<file path="config.mk">
export PLATFORM = sky130hd
export DESIGN_NAME = uart_tx_arb
export DESIGN_NICKNAME = d
export VERILOG_FILES = /design/src/rtl/uart_arb_pkg.sv /design/src/rtl/uart_tx_arb_rr_pick.sv /design/src/rtl/uart_tx_arb.sv
export SDC_FILE = /design/constraint.sdc
export NUM_CORES = 1
export LEC_CHECK = 0
export CAP_MARGIN = 20
export CORE_ASPECT_RATIO = 1.1
export CORE_UTILIZATION = 41
export DETAILED_ROUTE_END_ITERATION = 10
export PLACE_DENSITY_LB_ADDON = 0.08
export SLEW_MARGIN = 20
export SYNTH_ARGS = -nofsm -noshare
export SYNTH_HDL_FRONTEND = slang
export SYNTH_SLANG_ARGS = --single-unit
</file>
<file path="constraint.sdc">
create_clock -name clk_i -period 2.1 [get_ports clk_i]
set_clock_uncertainty 0.15 [all_clocks]
set_input_delay 0.42 -clock clk_i [delete_from_list [all_inputs] [get_ports clk_i]]
set_output_delay 0.42 -clock clk_i [all_outputs]
set_load 0.005 [all_outputs]
</file>
<file path="src/rtl/uart_arb_pkg.sv">
// Shared types and constants for the UART transmit arbiter.
package uart_arb_pkg;

    localparam int BYTE_W            = 8;
    localparam int DEF_START_TIMEOUT = 8;

    typedef enum logic [2:0] {
        IDLE,
        LOAD,
        START,
        WAIT_START,
        WAIT_DONE
    } arb_state_e;

endpackage

</file>
<file path="src/rtl/uart_tx_arb_rr_pick.sv">
// Combinational requester picker for uart_tx_arb.
// Default: round-robin, searching upward from ptr_i and wrapping.
// With UART_TX_ARB_FIXED_PRIO_EN defined: lowest index wins, ptr_i ignored.
module rr_pick #(
    parameter int NUM_REQ = 2,
    parameter int PTR_W   = $clog2(NUM_REQ)
) (
    input  logic [NUM_REQ-1:0] req_i,
    input  logic [PTR_W-1:0]   ptr_i,
    output logic [NUM_REQ-1:0] gnt_o,
    output logic               any_o
);

`ifdef UART_TX_ARB_FIXED_PRIO_EN
    logic unused_ptr;
    assign unused_ptr = ^ptr_i;

    // Isolate the lowest set request bit.
    assign gnt_o = req_i & (~req_i + NUM_REQ'(1));
`else
    localparam int SUM_W = PTR_W + 1;

    // Walk the requesters starting at the pointer; first active one wins.
    always_comb begin
        logic [SUM_W-1:0] idx;
        logic             found;
        gnt_o = '0;
        found = 1'b0;
        idx   = '0;
        for (int k = 0; k < NUM_REQ; k++) begin
            idx = {1'b0, ptr_i} + SUM_W'(k);
            if (idx >= SUM_W'(NUM_REQ)) begin
                idx = idx - SUM_W'(NUM_REQ);
            end
            if (!found && req_i[idx[PTR_W-1:0]]) begin
                gnt_o[idx[PTR_W-1:0]] = 1'b1;
                found                 = 1'b1;
            end
        end
    end
`endif

    assign any_o = |req_i;

endmodule

</file>
<file path="src/rtl/uart_tx_arb.sv">
// Shares one UART transmitter between NUM_REQ byte streams, one packet at a
// time, and sequences the transmit / is_transmitting handshake per byte.
// Build option: UART_TX_ARB_FIXED_PRIO_EN selects fixed priority (lowest
// index wins) and removes the round-robin pointer.
//
// state      | meaning
// -----------+------------------------------------------------------------
// IDLE       | no owner; pick one as soon as any requester is valid
// LOAD       | owner locked; accept its next byte when it is valid
// START      | one-cycle transmit pulse with the registered byte
// WAIT_START | wait for the uart to go busy, or give the byte up on timeout
// WAIT_DONE  | wait for the uart to finish, then next byte or release
module uart_tx_arb
    import uart_arb_pkg::*;
#(
    parameter int NUM_REQ       = 2,
    parameter int START_TIMEOUT = DEF_START_TIMEOUT
) (
    input  logic                      clk_i,
    input  logic                      rst_n_i,
    input  logic [NUM_REQ-1:0]        req_valid_i,
    input  logic [NUM_REQ*BYTE_W-1:0] req_byte_i,
    input  logic [NUM_REQ-1:0]        req_last_i,
    output logic [NUM_REQ-1:0]        req_ready_o,
    output logic [NUM_REQ-1:0]        grant_o,
    output logic                      transmit_o,
    output logic [BYTE_W-1:0]         tx_byte_o,
    input  logic                      is_transmitting_i,
    output logic                      busy_o,
    output logic                      timeout_err_o
);

    localparam int PTR_W = $clog2(NUM_REQ);
    localparam int CNT_W = $clog2(START_TIMEOUT) + 1;

    arb_state_e         state_q, state_d;
    logic [NUM_REQ-1:0] grant_q, grant_d;
    logic [BYTE_W-1:0]  byte_q, byte_d;
    logic               last_q, last_d;
    logic [CNT_W-1:0]   cnt_q, cnt_d;

    logic [NUM_REQ-1:0] pick_gnt;
    logic               pick_any;
    logic [PTR_W-1:0]   pick_ptr;
    logic               ptr_adv;
    logic               post_byte;

    logic [PTR_W-1:0]   owner_idx;
    logic [PTR_W-1:0]   next_ptr;
    logic [BYTE_W-1:0]  owner_byte;
    logic               owner_last;

    rr_pick #(
        .NUM_REQ (NUM_REQ),
        .PTR_W   (PTR_W)
    ) u_pick (
        .req_i (req_valid_i),
        .ptr_i (pick_ptr),
        .gnt_o (pick_gnt),
        .any_o (pick_any)
    );

    // Select the current owner's byte/last and its index from the one-hot grant.
    always_comb begin
        owner_idx  = '0;
        owner_byte = '0;
        owner_last = 1'b0;
        for (int i = 0; i < NUM_REQ; i++) begin
            if (grant_q[i]) begin
                owner_idx  = PTR_W'(i);
                owner_byte = req_byte_i[i*BYTE_W +: BYTE_W];
                owner_last = req_last_i[i];
            end
        end
    end

    assign next_ptr = (owner_idx == PTR_W'(NUM_REQ - 1)) ? '0 : owner_idx + PTR_W'(1);

`ifdef UART_TX_ARB_FIXED_PRIO_EN
    logic unused_ptr_adv;
    assign unused_ptr_adv = ptr_adv ^ (^next_ptr);
    assign pick_ptr       = '0;
`else
    logic [PTR_W-1:0] ptr_q, ptr_d;

    assign ptr_d    = ptr_adv ? next_ptr : ptr_q;
    assign pick_ptr = ptr_q;

    // Round-robin pointer: advances past the owner when its packet ends.
    always_ff @(posedge clk_i or negedge rst_n_i) begin
        if (!rst_n_i) begin
            ptr_q <= '0;
        end else begin
            ptr_q <= ptr_d;
        end
    end
`endif

    // Next-state and handshake outputs.
    always_comb begin
        state_d       = state_q;
        grant_d       = grant_q;
        byte_d        = byte_q;
        last_d        = last_q;
        cnt_d         = cnt_q;
        ptr_adv       = 1'b0;
        post_byte     = 1'b0;
        req_ready_o   = '0;
        transmit_o    = 1'b0;
        timeout_err_o = 1'b0;

        unique case (state_q)
            IDLE: begin
                if (pick_any) begin
                    grant_d = pick_gnt;
                    state_d = LOAD;
                end
            end
            LOAD: begin
                req_ready_o = grant_q & req_valid_i;
                if (|(grant_q & req_valid_i)) begin
                    byte_d  = owner_byte;
                    last_d  = owner_last;
                    state_d = START;
                end
            end
            START: begin
                transmit_o = 1'b1;
                cnt_d      = '0;
                state_d    = WAIT_START;
            end
            WAIT_START: begin
                if (is_transmitting_i) begin
                    state_d = WAIT_DONE;
                end else if (cnt_q == CNT_W'(START_TIMEOUT - 1)) begin
                    timeout_err_o = 1'b1;
                    post_byte     = 1'b1;
                end else begin
                    cnt_d = cnt_q + CNT_W'(1);
                end
            end
            WAIT_DONE: begin
                if (!is_transmitting_i) begin
                    post_byte = 1'b1;
                end
            end
            default: state_d = IDLE;
        endcase

        // A finished (or lost) byte either ends the packet or fetches the next one.
        if (post_byte) begin
            if (last_q) begin
                state_d = IDLE;
                grant_d = '0;
                ptr_adv = 1'b1;
            end else begin
                state_d = LOAD;
            end
        end
    end

    // State, grant, byte/last and timeout counter registers.
    always_ff @(posedge clk_i or negedge rst_n_i) begin
        if (!rst_n_i) begin
            state_q <= IDLE;
            grant_q <= '0;
            byte_q  <= '0;
            last_q  <= 1'b0;
            cnt_q   <= '0;
        end else begin
            state_q <= state_d;
            grant_q <= grant_d;
            byte_q  <= byte_d;
            last_q  <= last_d;
            cnt_q   <= cnt_d;
        end
    end

    assign grant_o   = grant_q;
    assign tx_byte_o = byte_q;
    assign busy_o    = (state_q != IDLE);

endmodule
</file>
==> impl_metrics.env <==
export IMPL_chipHeight_um=56.3
export IMPL_cp_slowest_cell="or3b_4"
export IMPL_clock_path_buffers=2
export IMPL_htreeDepth=1
export IMPL_grt_ovfl_total=0
export IMPL_crit_chain="buf_4 > or3b_4 > nor2_2 > clkbuf_2"
export IMPL_cts_hold_buf=0
export IMPL_startpoint_type="flop"
export IMPL_tritoncts="yes"
export IMPL_post_route_period_util_pct=101
export IMPL_mostFrequentLayoutCells="clkdlybuf4s50_1, buf_4, dfrtp_1"
export IMPL_synth_xor_area_share_pct=0
export IMPL_area_delta_synth_final_pct=56.4
export IMPL_n_fill_cell=216
export IMPL_seq_area_frac_synth_pct=43.3
export IMPL_routed_wl_um=2680
export IMPL_synth_cell_type_count=37
export IMPL_critical_path_max_fanout=3
export IMPL_core_area_mm2=0.00252
export IMPL_max_freq_ghz=0.474
export IMPL_syn_area_mm2=0.00110
export IMPL_synth_area_per_cell_um2=10.5
export IMPL_n_antenna_cell=0
export IMPL_synth_top_cells_by_area="dfrtp_1, mux2_2, a22o_1, o211ai_1, nand2_1"
export IMPL_post_synth_and_or_nand_nor_area_fraction_pct=17.0
export IMPL_ff2ff_path_depth=6
export IMPL_cpPeakStageDelay_ns=0.42
export IMPL_dp_hpwl_um=1920
export IMPL_cts_sinks=19
export IMPL_place_inst=182
export IMPL_slew_violations=0
export IMPL_power_density_mw_per_mm2=1210
export IMPL_timing_final_ws_setup_ns=-0.0113
export IMPL_period_needed_ns=2.11
export IMPL_clkSlewWorstSetupHoldPaths_ns=0.11
export IMPL_status="complete, but fails checks"
export IMPL_fin_util_pct=68.1
export IMPL_synth_top_family_by_area="compound AO/OA/AOI/OAI gates"
export IMPL_drc=0
export IMPL_synth_warnings=0
export IMPL_relSlewSlack_pct=63.6
export IMPL_path_delay_family="simple AND/OR/NAND/NOR gates"
export IMPL_end_kind="output port"
export IMPL_yosysTopAreaCell="dfrtp_1"
export IMPL_nets=190
export IMPL_ys_ff_latch=19
export IMPL_synthCells=105
export IMPL_grt_pass1_wl_um=4400
export IMPL_ioPinCount=38
export IMPL_tightest_slew_ns=0.546
export IMPL_clockRootBuffer="clkbuf_4"
export IMPL_arrival_ns=1.54
export IMPL_grt_usage_pct=20.3
export IMPL_synth_mux_area_share_pct=10.3
export IMPL_final_cells=196
export IMPL_synth_fa_ha_area_share_pct=1.14
export IMPL_cap_violations=0
export IMPL_cp_required_ns=1.53
export IMPL_p_leak_nw=0.755
export IMPL_first_pass_iters=4
export IMPL_cts_inserted_buffers=3
export IMPL_syn_nets=129
export IMPL_hp_class="in2async"
export IMPL_grt_max_degree=20
export IMPL_antenna_found_initial=0
export IMPL_grt_pass1_vias=1038
export IMPL_worst_setup_path_type="reg2out"
export IMPL_drt_iter0_drc=29
export IMPL_synth_top_area_share_pct=43.3
export IMPL_setup_violations=1
export IMPL_port_buffers=37
export IMPL_gp_congestion=0.763
export IMPL_synth_compound_area_share_pct=23.4
export IMPL_cp_num_buf_inv=2
export IMPL_ir_drop_uv=863
export IMPL_violations="setup timing"
export IMPL_rsz0062_at_grt="yes"
export IMPL_vias=1070
export IMPL_wire_per_inst_um=13.7
export IMPL_critical_path_cell_count=4
export IMPL_initial_core_util_pct=43.5
export IMPL_place_ws_ns=-0.236
export IMPL_hold_viol_final=0
export IMPL_ant_nets=0
export IMPL_rows=19
export IMPL_clkLatencyLatePin_ns=0.29
export IMPL_drive_gt1_share_pct=30.3
export IMPL_final_common_cell="clkdlybuf4s50_1"
export IMPL_via_per_inst=5.46
export IMPL_die_area_mm2=0.00289
export IMPL_die_width_um=51.3
==> metal layers <==
layer  share of wire (%)  track usage, %  vias up
li1                    -               -      519
met1                  42            23.3      521
met2                  52            35.5       26
met3                 4.1            4.61        4
met4                 1.6            8.49        0
met5                   0               0        -
==> synthesized netlist by cell type <==
cell and count:
or3b_2 1, and3b_1 1, o21ai_0 4, ha_1 1, o211a_1 1, a2bb2oi_1 1
a21oi_4 1, clkbuf_2 1, o211ai_1 4, a311oi_1 1, a21oi_1 4, nand3b_1 2
mux2_1 1, nor2b_1 2, or3b_4 1, and3_1 1, o32ai_1 1, or3_1 1
nor4b_1 1, a22o_1 10, or3b_1 1, o22ai_1 1, nor2_1 4, dfrtp_1 19
buf_6 1, a22oi_1 2, nor3b_1 1, nand2_1 7, a21boi_0 1, clkbuf_1 4
mux2_2 9, nor3_1 3, buf_4 1, o311ai_0 2, nand4b_1 2, nand2b_1 3
inv_1 4
==> state kept, by name (all words and copies together) (netlist names) <==
| signal | flops |
|---|---|
| tx_byte_o | 8 |
| cnt_q | 4 |
| state_q | 3 |
| grant_o | 2 |
| last_q | 1 |
| pick_ptr | 1 |
==> worst register-to-register path, delay by kind of cell, from the launching register on <==
family,cells,cell delay [ns]
buffers and inverters,3,0.43
and+or+nand+nor,1,0.42
DFF,1,0.41
muxes,1,0.33
AOI/OAI and AO/OA,1,0.12
==> power breakdown <==
| group | internal [mW] | switching [mW] | total, mW |
|---|---|---|---|
| clock network | 0.0738 | 0.111 | 0.185 |
| registers | 0.522 | 0.115 | 0.638 |
| logic | 0.748 | 0.501 | 1.25 |
| total | 1.34 | 0.726 | 2.07 |
==> worst paths after layout <==
kind / slack (ns) / startpoint / to
worst min register to register: 0.35 / tx_byte_o[6] / tx_byte_o[6]
min in group clk_i: 0.35 / tx_byte_o[6] / tx_byte_o[6]
max in group asynchronous: 1.29 / rst_n_i / grant_o[1]
worst min-delay path: 0.31 / rst_n_i / cnt_q[1]
worst max register to register: 0.13 / state_q[1] / tx_byte_o[3]
worst max-delay path: -0.01 / state_q[1] / req_ready_o[0]
==> cells by family (layout without fill, tap and decap cells) <==
family,Yosys count,after routing
and+or+nand+nor,31,31
adders and majority gates,1,1
buffers and inverters,11,71
muxes,10,10
DFF,19,19
AOI/OAI and AO/OA,33,33
==> stage by stage <==
stage	total power, mW	instance area, um2	TNS (ns)	hold slack [ns]
6_report	2.07	1720	-0.0113	0.307
5_1_grt	2.24	1720	-0.0814	0.307
4_1_cts	2.01	1650	-0.0978	0.309
3_5_place_dp	1.77	1600	-0.315	0.328
3_3_place_gp	1.75	1600	-0.255	0.325
2_1_floorplan	1.26	1100	0	-0.0256
==> area by class of cell <==
type | count | area (um2) | share of cell area (%)
Sequential cell | 19 | 475 | 27.7
Timing Repair Buffer | 63 | 568 | 33.1
Inverter | 4 | 15.0 | 0.875
Clock buffer | 4 | 26.3 | 1.53
Tap cell | 31 | 38.8 | 2.26
Multi-Input combinational cell | 75 | 593 | 34.5
==> repair_timing <==
item                                    CTS  global route
endpoints found under the setup margin    5             4
setup buffers                             2             8
pin swaps                                 1             2
gates resized for setup                   9            10
Power figures use the tool's default switching activity.
